--- config.mk ---
export PLATFORM = sky130hd
export DESIGN_NAME = trap_arbiter
export DESIGN_NICKNAME = d
export VERILOG_FILES = /design/src/rtl/trap_arbiter_pkg.sv /design/src/rtl/trap_prio_enc.sv /design/src/rtl/trap_arbiter.sv
export SDC_FILE = /design/constraint.sdc
export NUM_CORES = 1
export LEC_CHECK = 0
export BUFFER_PORTS_ARGS = -buffer_cell sky130_fd_sc_hd__buf_2
export CAP_MARGIN = 20
export CORE_AREA = 2 2 69 71
export CTS_CLUSTER_SIZE = 20
export DETAILED_ROUTE_END_ITERATION = 8
export DIE_AREA = 0 0 71 73
export GPL_ROUTABILITY_DRIVEN = 0
export PLACE_DENSITY = 0.86
export SETUP_SLACK_MARGIN = 0.1
export SYNTH_ARGS = -nofsm -noshare
export SYNTH_HDL_FRONTEND = slang
export SYNTH_SLANG_ARGS = --single-unit
export TNS_END_PERCENT = 10
--- constraint.sdc ---
create_clock -name clk -period 1.4 [get_ports clk]
set_input_delay 0.14 -clock clk [delete_from_list [all_inputs] [get_ports clk]]
set_output_delay 0.14 -clock clk [all_outputs]
set_load 0.05 [all_outputs]
--- src/rtl/trap_arbiter_pkg.sv ---
// rtl/trap_arbiter_pkg.sv - shared states, interrupt/cause constants and pending-mask helper for trap_arbiter
package trap_arbiter_pkg;

    typedef enum logic [1:0] {
        IDLE   = 2'd0,
        FLUSH  = 2'd1,
        ACTIVE = 2'd2
    } trap_state_e;

    localparam int IRQ_MSI        = 3;
    localparam int IRQ_MTI        = 7;
    localparam int IRQ_MEI        = 11;
    localparam int IRQ_LOCAL_BASE = 16;

    localparam int MCAUSE_INT_BIT = 31;

    localparam int ECALL_M        = 11;
    localparam int ILLEGAL        = 2;
    localparam int LOAD_MISALIGN  = 4;

    // Bits of mip/mie that can ever raise a trap: the three machine
    // interrupts plus the implemented local interrupts.
    function automatic logic [31:0] pend_mask(input int num_local);
        logic [31:0] m;
        m = '0;
        m[IRQ_MSI] = 1'b1;
        m[IRQ_MTI] = 1'b1;
        m[IRQ_MEI] = 1'b1;
        for (int i = 0; i < 16; i++) begin
            if (i < num_local) begin
                m[IRQ_LOCAL_BASE + i] = 1'b1;
            end
        end
        return m;
    endfunction

endpackage

--- src/rtl/trap_prio_enc.sv ---
// rtl/trap_prio_enc.sv - fixed-priority encoder: MEI, MSI, MTI, then local interrupts lowest index first
module trap_prio_enc
    import trap_arbiter_pkg::*;
#(
    parameter int NUM_LOCAL = 4
) (
    input  logic [31:0] i_pend,
    output logic        o_valid,
    output logic [4:0]  o_index
);

    // Later assignments override earlier ones, so the lowest-priority
    // sources are written first and MEI last.
    always_comb begin
        o_index = '0;
        for (int i = NUM_LOCAL - 1; i >= 0; i--) begin
            if (i_pend[IRQ_LOCAL_BASE + i]) begin
                o_index = 5'(IRQ_LOCAL_BASE + i);
            end
        end
        if (i_pend[IRQ_MTI]) o_index = 5'(IRQ_MTI);
        if (i_pend[IRQ_MSI]) o_index = 5'(IRQ_MSI);
        if (i_pend[IRQ_MEI]) o_index = 5'(IRQ_MEI);
        o_valid = |i_pend;
    end

endmodule

--- src/rtl/trap_arbiter.sv ---
// rtl/trap_arbiter.sv - trap arbitration, mcause latch and flush/ack handshake; TRAP_VECTORED_EN adds trap_vector
module trap_arbiter
    import trap_arbiter_pkg::*;
#(
    parameter int NUM_LOCAL  = 4,
    parameter int EXC_CODE_W = 5
) (
    input  logic                  clk,
    input  logic                  resetn,
    input  logic [31:0]           mie,
    input  logic [31:0]           mip,
    input  logic                  mstatus_mie,
    input  logic [31:0]           mtvec,
    input  logic                  ex_valid,
    input  logic [EXC_CODE_W-1:0] ex_code,
    input  logic                  mret_commit,
    input  logic                  flush_ack,
    output logic                  intr_happen,
    output logic                  ex_happen,
    output logic [31:0]           trap_cause,
    output logic                  trap_flush,
    output logic                  trap_fin,
    output logic                  in_trap,
    output logic [31:0]           trap_vector
);

    localparam logic [31:0] PEND_MASK = pend_mask(NUM_LOCAL);

    trap_state_e r_state, w_state_nxt;
    logic [31:0] r_cause, w_cause_nxt;
    logic [31:0] r_vector, w_vector_nxt;
    logic        r_flush, w_flush_nxt;
    logic        r_in_trap, w_in_trap_nxt;
    logic        r_intr, w_intr_nxt;
    logic        r_ex, w_ex_nxt;
    logic        r_fin, w_fin_nxt;

    logic [31:0] w_pend;
    logic        w_irq_valid;
    logic [4:0]  w_irq_idx;
    logic [31:0] w_exc_cause;
    logic [31:0] w_int_cause;
    logic [31:0] w_vec_exc;
    logic [31:0] w_vec_int;

    assign w_pend      = mip & mie & PEND_MASK;
    assign w_exc_cause = 32'(ex_code);
    assign w_int_cause = (32'h1 << MCAUSE_INT_BIT) | 32'(w_irq_idx);

    trap_prio_enc #(
        .NUM_LOCAL (NUM_LOCAL)
    ) u_prio_enc (
        .i_pend  (w_pend),
        .o_valid (w_irq_valid),
        .o_index (w_irq_idx)
    );

`ifdef TRAP_VECTORED_EN
    logic [31:0] w_base;
    assign w_base    = {mtvec[31:2], 2'b00};
    assign w_vec_exc = w_base;
    assign w_vec_int = (mtvec[1:0] == 2'b01) ? (w_base + {25'b0, w_irq_idx, 2'b00}) : w_base;
`else
    logic w_unused_mtvec;
    assign w_unused_mtvec = ^mtvec;
    assign w_vec_exc      = '0;
    assign w_vec_int      = '0;
`endif

    // State and every output are registered together so decisions show up one edge later.
    always_ff @(posedge clk) begin
        if (!resetn) begin
            r_state   <= IDLE;
            r_cause   <= '0;
            r_vector  <= '0;
            r_flush   <= 1'b0;
            r_in_trap <= 1'b0;
            r_intr    <= 1'b0;
            r_ex      <= 1'b0;
            r_fin     <= 1'b0;
        end else begin
            r_state   <= w_state_nxt;
            r_cause   <= w_cause_nxt;
            r_vector  <= w_vector_nxt;
            r_flush   <= w_flush_nxt;
            r_in_trap <= w_in_trap_nxt;
            r_intr    <= w_intr_nxt;
            r_ex      <= w_ex_nxt;
            r_fin     <= w_fin_nxt;
        end
    end

    // Next-state and next-output decisions; pulses default low, levels hold.
    always_comb begin
        w_state_nxt   = r_state;
        w_cause_nxt   = r_cause;
        w_vector_nxt  = r_vector;
        w_flush_nxt   = r_flush;
        w_in_trap_nxt = r_in_trap;
        w_intr_nxt    = 1'b0;
        w_ex_nxt      = 1'b0;
        w_fin_nxt     = 1'b0;
        case (r_state)
            IDLE: begin
                if (ex_valid) begin
                    w_cause_nxt  = w_exc_cause;
                    w_vector_nxt = w_vec_exc;
                    w_ex_nxt     = 1'b1;
                    w_flush_nxt  = 1'b1;
                    w_state_nxt  = FLUSH;
                end else if (mstatus_mie && w_irq_valid) begin
                    w_cause_nxt  = w_int_cause;
                    w_vector_nxt = w_vec_int;
                    w_intr_nxt   = 1'b1;
                    w_flush_nxt  = 1'b1;
                    w_state_nxt  = FLUSH;
                end
            end
            FLUSH: begin
                if (flush_ack) begin
                    w_flush_nxt   = 1'b0;
                    w_in_trap_nxt = 1'b1;
                    w_state_nxt   = ACTIVE;
                end
            end
            ACTIVE: begin
                // A nested exception beats a same-cycle mret, which is dropped.
                if (ex_valid) begin
                    w_cause_nxt  = w_exc_cause;
                    w_vector_nxt = w_vec_exc;
                    w_ex_nxt     = 1'b1;
                    w_flush_nxt  = 1'b1;
                    w_state_nxt  = FLUSH;
                end else if (mret_commit) begin
                    w_in_trap_nxt = 1'b0;
                    w_fin_nxt     = 1'b1;
                    w_state_nxt   = IDLE;
                end
            end
            default: begin
                w_state_nxt = IDLE;
            end
        endcase
    end

    assign intr_happen = r_intr;
    assign ex_happen   = r_ex;
    assign trap_cause  = r_cause;
    assign trap_flush  = r_flush;
    assign trap_fin    = r_fin;
    assign in_trap     = r_in_trap;
    assign trap_vector = r_vector;

endmodule

======== After elaboration in Yosys (flattened, before gate mapping) ========
Index checks and enable logic that the tools add are counted.
word-level totals
  output and inout port bits .............. 69
  register bits ........................... 71
operators by class
  bitwise operators ....................... 4
  reduce and logical (&&, ||, !) cells .... 14
  eq/ne operators ......................... 8
  multiplexer cells ....................... 33
operator list
  cell                                                  number
  2-to-1 mux 32 bit                                     6
  one-hot mux 32 bit (2 select lines)                   2
  2-to-1 mux 5 bit                                      7
  bitwise AND 20 bit                                    1
  2-to-1 mux 1 bit                                      10
  2-to-1 mux 2 bit                                      5
  inequality test 2 bit (second input constant)         4
  AND reduction 4 bit                                   2
  OR reduction 7 bit                                    1
  inequality test 3 bit (second input constant)         2
  one-hot mux 2 bit (3 select lines)                    1
  AND reduction 3 bit                                   2
  OR reduction 3 bit                                    2
  nonzero test 2 bit                                    2
  inverter 1 bit                                        3
  one-hot mux 1 bit (3 select lines)                    1
  nonzero test 3 bit                                    1
  equality test 2 x 1 -> 1 bit (second input constant)  1
  equality test 2 bit (second input constant)           1
  zero test 2 bit                                       1
  one-hot mux 1 bit (2 select lines)                    1
  AND reduction 2 bit                                   1
  OR reduction 2 bit                                    1
  logical AND 1 bit                                     1

======== Depth between registers and ports, before layout ========
Gate-level depths: netlist (run 1).
  depth after elaboration ................. 11
  mapped depth ............................ 6
  gate-level depth less buffers ........... 4

======== Modules after synthesis ========
From an unflattened synthesis (run 1), not the netlist that was laid out.
unflattened totals
  cells, all modules ...................... 151
  area, all modules ....................... 1267.5 um2
modules (own cells, without submodules)
  module         instances  cells an instance  area each (um2)
  trap_arbiter   1          130                1128.6
  trap_prio_enc  1          21                 138.9

======== Least setup slack after synthesis (run 1) ========
No wires, ideal clock.
  path kind ............................... input port to flip-flop
  from .................................... in mip[3]
  to ...................................... reg r_cause[4] (netlist: trap_cause[4])
  path buffers ............................ 1
  stages .................................. 5
  data arrival time ....................... 1.418 ns
  required time ........................... 1.309 ns
  setup slack ............................. -0.109 ns
  path through ............................ a222oi_1 > nand4_2 > and2_4 > buf_6 > a311oi_1
between the ends
  word-level cells in the longest chain between the ends .. 6
  elaborated cells between the ends (all ways) .. 10
  those cells by class .................... 1 x eq/ne; 5 x mux; 1 x bitwise; 3 x reduce/logical
ends and longest elaborated chain
  what                                 RTL line             source
  from (decl)                          trap_arbiter.sv:11   input logic [31:0] mip,
  bitwise AND 20 bit (*)               trap_arbiter.sv:46   assign w_pend = mip & mie & PEND_MASK;
  2-to-1 mux 5 bit                     trap_prio_enc.sv:22  if (i_pend[IRQ_MSI]) o_index = 5'(IRQ_MSI);
  2-to-1 mux 5 bit                     trap_prio_enc.sv:23  if (i_pend[IRQ_MEI]) o_index = 5'(IRQ_MEI);
  2-to-1 mux 32 bit                    trap_arbiter.sv:111  end else if (mstatus_mie && w_irq_valid) begin
  2-to-1 mux 32 bit                    trap_arbiter.sv:105  if (ex_valid) begin
  one-hot mux 32 bit (2 select lines)  trap_arbiter.sv:103  case (r_state)
  to (signal assigned)                 trap_arbiter.sv:83   r_cause <= w_cause_nxt;
  to (decl)                            trap_arbiter.sv:30   logic [31:0] r_cause, w_cause_nxt;
Mark *: on every way between the ends. The rest lies on a longest branch, timed or not. The select of a mux whose other input is x is not followed.
A chain may end at the register's enable or synchronous reset.

======== Worst setup path after layout (run 1) ========
  from .................................... reg r_state[1]
  to ...................................... reg r_cause[0] (netlist: trap_cause[0])
between the ends
  word-level cells in the longest chain between the ends .. 3
  elaborated cells between the ends (all ways) .. 7
  those cells by class .................... 3 x eq/ne; 1 x mux; 3 x reduce/logical
ends and longest elaborated chain
  what                                                                  RTL line             source
  from (decl)                                                           trap_arbiter.sv:29   trap_state_e r_state, w_state_nxt;
  from (signal assigned)                                                trap_arbiter.sv:82   r_state <= w_state_nxt;
  equality test 2 bit or zero test 2 bit (tied branches)                trap_arbiter.sv:103
  inequality test 2 bit (no source line), or another cell as far along  n/a
  AND reduction 3 bit (no source line)                                  n/a
Parallel ways exist; a longest one is shown, timed or not.

==> results of run 1 <==
## metrics by stage
stage | util | setup slack (ps) | setup TNS (ps) | cell area (um^2) | hold slack (ps)
detailed placement | 0.258 | 5.81 | 0 | 1170 | 391
CTS | 0.269 | 99.4 | 0 | 1220 | 133
global placement | 0.258 | 9.91 | 0 | 1170 | 389
floorplan | - | -44.8 | -146 | 1320 | 263
finish | 0.277 | 177 | 0 | 1250 | 137
global route | 0.277 | 87.9 | 0 | 1250 | 164
## cell usage in the layout, fill, tap and decap left out, types with 2 or more instances in the layout
master and n:
conb_1 58, buf_2 35, nand2_1 11, dfxtp_1 11, buf_4 8, nor2_1 6
a21oi_1 5, o21ai_0 3, inv_1 3, a211oi_1 3, clkbuf_8 3, a22oi_1 2
nand3_1 2, o21a_1 2, a221oi_1 2, nor3_1 2, o211a_1 2, nand3b_1 2
dfxtp_2 2
## synth_stat cells, drive strengths merged, types with 2 or more instances
cell and count:
buf 59, clkbuf 3, nand3b 2, nand2 11
a211oi 3, o21a 2, mux2i 2, inv 3
a22oi 2, nand3 2, dfxtp 13, a21oi 5
nor2 6, o211a 2, and2 2, nor3 2
o21ai 3, a221oi 2
## logic make-up (layout without fill, tap and decap cells)
logic type	after synthesis	in the layout
flops	13	13
buf+inv	65	50
simple gates	30	30
compound gates	28	28
other cells	1	58
mux	2	2
## how the worst min path moves through the flow
stage | startpoint | slack [ps] | endpoint | depth (start not counted)
after global routing | mret_commit | 160 | trap_fin | 3
after global placement | mret_commit | 390 | trap_fin | 3
after detailed placement | mret_commit | 390 | trap_fin | 3
after floorplan | mret_commit | 260 | trap_fin | 2
final | mret_commit | 140 | trap_fin | 3
after CTS | mret_commit | 130 | trap_fin | 3
## critical path, delay by kind of cell (launching register included)
| family | cells | cell delay, ps |
|---|---|---|
| AOI/OAI and AO/OA | 2 | 370 |
| and+or+nand+nor | 2 | 220 |
| DFF | 1 | 370 |
| buffers and inverters | 1 | 160 |
## what timing repair did
action	CTS	global route
resized for setup	1	9
endpoints found under the setup margin	1	5
hold buffers	0	0
## flip-flops by register name, summed over array words and instances (netlist names)
register     flops
ex_happen        1
intr_happen      1
trap_flush       1
trap_fin         1
in_trap          1
trap_cause       6
r_state          2
## power by group
part	switching, mW	leakage [nW]	internal (mW)
Sequential	0.0237	0.108	0.406
Clock	0.135	0.0228	0.201
Combinational	0.572	0.537	0.138
## cell type report
| type | instances | area [um^2] | area share |
|---|---|---|---|
| flip-flops and latches | 13 | 263 | 0.209 |
| repair buffers | 43 | 235 | 0.187 |
| inverters | 3 | 11.3 | 0.00897 |
| well taps | 54 | 67.6 | 0.0538 |
| multi-input cells | 118 | 633 | 0.504 |
| clock buffers | 4 | 45.0 | 0.0359 |
## per-layer routing
metal / wire length (um) / share of wire / global-route usage / up-vias
met3: 309 / 0.14 / 0.0318 / 2
met2: 949 / 0.42 / 0.121 / 85
met4: 22 / 0.0097 / 0.0189 / 0
met5: 0 / 0 / 0 / -
li1: - / - / - / 446
met1: 992 / 0.44 / 0.109 / 407
==> flow_metrics.py, run 1 <==
metrics = {
    "synth": {
        "synth-xor-area-share": 0,
        "synth_simple_gate_area_frac": 0.138,
        "synth_area_um2": 1110,
        "synth_top_area_cell": "buf_4",
        "synth_area_leaders": "buf_4 (39%), dfxtp_1 (23%), nand2_1 (3.7%), a21oi_1 (2.3%), a211oi_1 (2.0%)",
        "synth_edf_count": 0,
        "synth.distinct_cells": 35,
        "synth-seq-area-share": 0.234,
        "synth_top_family_by_area": "buffers and inverters",
        "synthAdderAreaFrac": 0,
        "syn_area_per_cell_um2": 7.98,
        "yosysTopAreaCellShare": 0.392,
        "async_flop_share": 0,
        "ys_warn_count": 0,
        "ys_seq_elements": 13,
        "synth_compound_area_frac": 0.184,
        "synthMuxAreaShare": 0.0180,
        "synth_cells": 139,
        "ys.flop_type": "dfxtp_1",
    },
    "cts": {
        "root_buffer": "clkbuf_8",
        "cts_setup_buffers": 0,
        "tritoncts": "yes",
        "cts.clk_slew.worst_paths_ps": 50,
        "numCtsBuffers": 3,
        "clock-sinks": 13,
        "cts_buffer_depth": 2,
        "cts_max_level": 1,
        "clock_latency_ps": 250,
    },
    "global_routing": {
        "grt_pass1_vias": 710,
        "grt_max_degree": 11,
        "globalRouteTotalUtil": 0.0808,
        "antenna_found_initial": 0,
        "grt_pass1_wl_mm": 3.30,
        "grt_overflow": 0,
    },
    "critical_path": {
        "critical_path.startpoint": "r_state[1]",
        "cp.required_ps": 1550,
        "cp_max_fo": 5,
        "critPathKind": "reg -> reg",
        "crit_slowest_cell": "dfxtp_2",
        "critPathLaunchType": "register",
        "crit_path_cell_trace": "nor2b_4 -> nor2_1 -> buf_4 -> o211a_1 -> o32ai_1",
        "r2r_cells": 5,
        "max_stage_delay_ps": 370,
        "timing.rr.start": "r_state[1]",
        "crit_end": "trap_cause[0]",
        "rrSetupSlack_ps": 180,
        "r2r_end": "trap_cause[0]",
        "setup.worst_path.end_class": "register",
        "arrival_ps": 1380,
    },
    "sta": {
        "setup_violations": 0,
        "drv_slew": 0,
        "fin_crit_ps": 1220,
        "period_share": 0.873,
        "finalClockSkew_ps": 3.14,
        "max_freq_mhz": 818,
        "grt_setup_unrepaired": "true",
        "final_hold_viol_count": 0,
    },
    "die": {
        "dieHeight_um": 73,
        "ioPinCount": 176,
        "dieArea_um2": 5180,
        "rows": 25,
        "start_util": 0.245,
        "coreArea_um2": 4540,
        "die_w_um": 71,
    },
    "finish": {
        "layout.nets": 289,
        "syn_to_final_growth_pct": 13.1,
        "drive_gt1_frac": 0.304,
        "final_cells": 235,
        "fill_cells": 488,
        "num_antenna_cells": 0,
    },
    "route": {
        "wl_per_cell_um": 9.67,
        "drtPass1Iterations": 4,
        "drt_first_iter_violations": 31,
        "drc_errors": 0,
        "vias_per_cell": 4.00,
        "wl_mm": 2.27,
        "antenna_left": 0,
        "vias": 940,
    },
    "run": {
        "maxCapViolCount": 0,
    },
    "placed_design": {
        "io_buffers": 35,
        "place_inst": 231,
        "dp_hpwl_mm": 1.82,
    },
    "power": {
        "power_density_nw_per_um2": 1180,
        "ir_worst_vdd_v": 0.000345,
        "p_leak_nw": 0.668,
        "total_power_mw": 1.48,
    },
    "worst_hold_path": {
        "hold_class": "in -> reg",
    },
    "run_status": {
        "status": "finished, final reports clean",
    },
}
Note: power is estimated with default switching activity, not from simulation.
==> run 2, diff against run 1 <==
--- a/config.mk
+++ b/config.mk
@@ -7,14 +7,15 @@
 export LEC_CHECK = 0
 export BUFFER_PORTS_ARGS = -buffer_cell sky130_fd_sc_hd__buf_2
 export CAP_MARGIN = 20
-export CORE_AREA = 2 2 69 71
+export CORE_MARGIN = 1
+export CORE_UTILIZATION = 28
 export CTS_CLUSTER_SIZE = 20
 export DETAILED_ROUTE_END_ITERATION = 8
-export DIE_AREA = 0 0 71 73
 export GPL_ROUTABILITY_DRIVEN = 0
-export PLACE_DENSITY = 0.86
+export PLACE_DENSITY = 0.89
 export SETUP_SLACK_MARGIN = 0.1
 export SYNTH_ARGS = -nofsm -noshare
 export SYNTH_HDL_FRONTEND = slang
+export SYNTH_HIERARCHICAL = 1
 export SYNTH_SLANG_ARGS = --single-unit
 export TNS_END_PERCENT = 10
==> run 2 against run 1 <==
The run now ends with negative setup slack left. Power shrank 2.4%. Synthesized cell count rose by 8.6%. Area after synthesis is 14% higher. Worst hold slack gained 5.2 ps. Largest power group unchanged. Sequential cell count is the same.
==> flow_metrics.py, run 2 <==
metrics = {
    "route": {
        "drc_errors": 0,
        "wl_mm": 2.17,
        "vias": 991,
        "antenna_left": 0,
        "wl_per_cell_um": 8.11,
        "drtPass1Iterations": 3,
        "drt_first_iter_violations": 11,
        "vias_per_cell": 3.70,
    },
    "die": {
        "dieArea_um2": 4800,
        "dieHeight_um": 69.3,
        "start_util": 0.291,
        "ioPinCount": 176,
        "die_w_um": 69.3,
        "rows": 24,
        "coreArea_um2": 4350,
    },
    "synth": {
        "async_flop_share": 0,
        "synth_most_common_cell": "buf_4",
        "synth.distinct_cells": 32,
        "ys.flop_type": "dfxtp_1",
        "synth_area_leaders": "buf_4 (35%), dfxtp_1 (21%), o311a_1 (3.9%), buf_6 (3.6%), nor3b_1 (3.6%)",
        "synth_edf_count": 0,
        "synth_top_area_cell": "buf_4",
        "ys_warn_count": 6,
        "synth_area_um2": 1270,
        "yosysTopAreaCellShare": 0.349,
        "syn_area_per_cell_um2": 8.39,
        "synth_cells": 151,
        "ys_seq_elements": 13,
        "synth-seq-area-share": 0.205,
        "synthTopCellsByCount": "buf_4 (59), dfxtp_1 (13), and2_1 (7)",
    },
    "finish": {
        "fill_cells": 477,
        "final_common_cell": "conb_1",
        "num_antenna_cells": 0,
        "syn_to_final_growth_pct": 13.4,
        "layout_common_cells": "conb_1 (83), buf_2 (35), dfxtp_1 (13)",
        "drive_gt1_frac": 0.259,
        "regArea_um2": 260,
        "multiInputGateArea_um2": 817,
        "largest_reg_flops": 6,
        "finalCoreUtilization": 0.330,
        "stdcell_area_um2": 1440,
        "layout.nets": 324,
    },
    "run": {
        "maxCapViolCount": 0,
    },
    "power": {
        "p_leak_nw": 0.782,
        "p_int_uw": 744,
        "ir_worst_vdd_v": 0.000437,
        "power.share.sequential": 0.292,
        "power_frac_clock": 0.232,
        "swShare": 0.484,
        "p_switching_uw": 697,
        "p_comb_frac": 0.476,
        "power_density_nw_per_um2": 1000,
    },
    "sta": {
        "max_freq_mhz": 698,
        "period_share": 1.02,
        "grt_setup_unrepaired": "true",
        "final_hold_viol_count": 0,
        "drv_slew": 0,
        "setup_tns_ps": -151,
        "finalClockSkew_ps": 1.52,
        "whs_ps": 142,
        "setup_violations": 6,
        "fin_crit_ps": 1430,
        "fin_ws_ps": -31.9,
    },
    "critical_path": {
        "r2r_cells": 4,
        "rrSetupSlack_ps": 90,
        "cp_max_fo": 7,
        "setup.worst_path.end_class": "register",
        "critPathLaunchType": "primary input",
        "timing.rr.start": "r_state[0]",
        "arrival_ps": 1620,
        "critPathKind": "in -> reg",
        "r2r_end": "trap_cause[4]",
        "cp.required_ps": 1590,
    },
    "cts": {
        "cts_buffer_depth": 2,
        "cts_max_level": 1,
        "root_buffer": "clkbuf_8",
        "clock_latency_ps": 240,
        "tritoncts": "yes",
        "cts.clk_slew.worst_paths_ps": 50,
        "clock-sinks": 13,
        "ctsHoldBuffers": 0,
        "numCtsBuffers": 3,
    },
    "run_status": {
        "violations": "negative setup slack",
        "status": "finished, violations left",
    },
    "global_routing": {
        "globalRouteTotalUtil": 0.0925,
        "grt_pass1_wl_mm": 3.54,
        "grt_pass1_vias": 830,
        "grt_max_degree": 14,
        "grt_overflow": 0,
        "antenna_found_initial": 0,
    },
    "worst_hold_path": {
        "hold-path-endpoint": "trap_fin",
        "hold_start": "mret_commit",
        "hold_path_depth": 3,
        "hold_class": "in -> reg",
    },
    "placed_design": {
        "io_buffers": 35,
        "dp_worst_setup_slack_ps": -321,
        "postPlaceCellArea_um2": 1380,
        "dp_hpwl_mm": 1.88,
    },
}
[run 2: cells by family (layout without fill, tap and decap cells)]
| family | Yosys count | count (layout) | synth area share |
|---|---|---|---|
| compound gates | 20 | 20 | 0.120 |
| simple gates | 49 | 49 | 0.264 |
| flops | 13 | 13 | 0.205 |
| other cells | 1 | 83 | 0.00296 |
| buf+inv | 68 | 51 | 0.408 |
[run 2: metal layers]
metal  wire length, um  GRT usage
met2              1000      0.154
met3               149     0.0189
met4                57     0.0476
met1               962      0.112
met5                 0          0
[run 2: what timing repair did]
item | 4_1_cts | 5_1_grt
gates resized for setup | 1 | 0
setup endpoints to repair | 7 | 7
buffers inserted | 0 | 0
endpoints found under the hold margin | 0 | 0
gates cloned | 0 | 0
pin swaps | 2 | 0
[run 2: critical path, cell delays in order]
cell and delay (ps):
buf_2 110, and2_4 160, nor4_4 270, nand3_1 100, or3_4 350, nand4bb_4 140
and2_4 200, o311a_1 160
[run 2: worst max path at each step]
stage | slack, ps | startpoint | end
after detailed placement | -320 | mip[19] | trap_cause[0]
after floorplan | -170 | mip[19] | trap_cause[0]
final | -30 | mip[17] | trap_cause[0]
after global routing | -110 | mip[18] | trap_cause[1]
after CTS | -40 | mip[19] | trap_cause[0]
after global placement | -290 | mip[19] | trap_cause[0]
[run 2: cell type report]
type,instances,area share
inverters,4,0.0104
flip-flops and latches,13,0.181
clock buffers,4,0.0313
repair buffers,43,0.164
multi-input cells,152,0.568
well taps,52,0.0453
[run 2: through the flow]
step / power (mW) / std cells
final: 1.44 / 268
after global placement: 1.10 / 264
after global routing: 1.51 / 268
after floorplan: 1.15 / 233
after detailed placement: 1.11 / 264
after CTS: 1.45 / 268
[run 2: power groups by stage]
stage	Combinational [mW]	Clock, mW	Sequential [mW]
finish	0.686	0.334	0.421
global route	0.722	0.364	0.425
CTS	0.685	0.346	0.421
detailed placement	0.680	0	0.428
global placement	0.674	0	0.427
floorplan	0.628	0	0.521
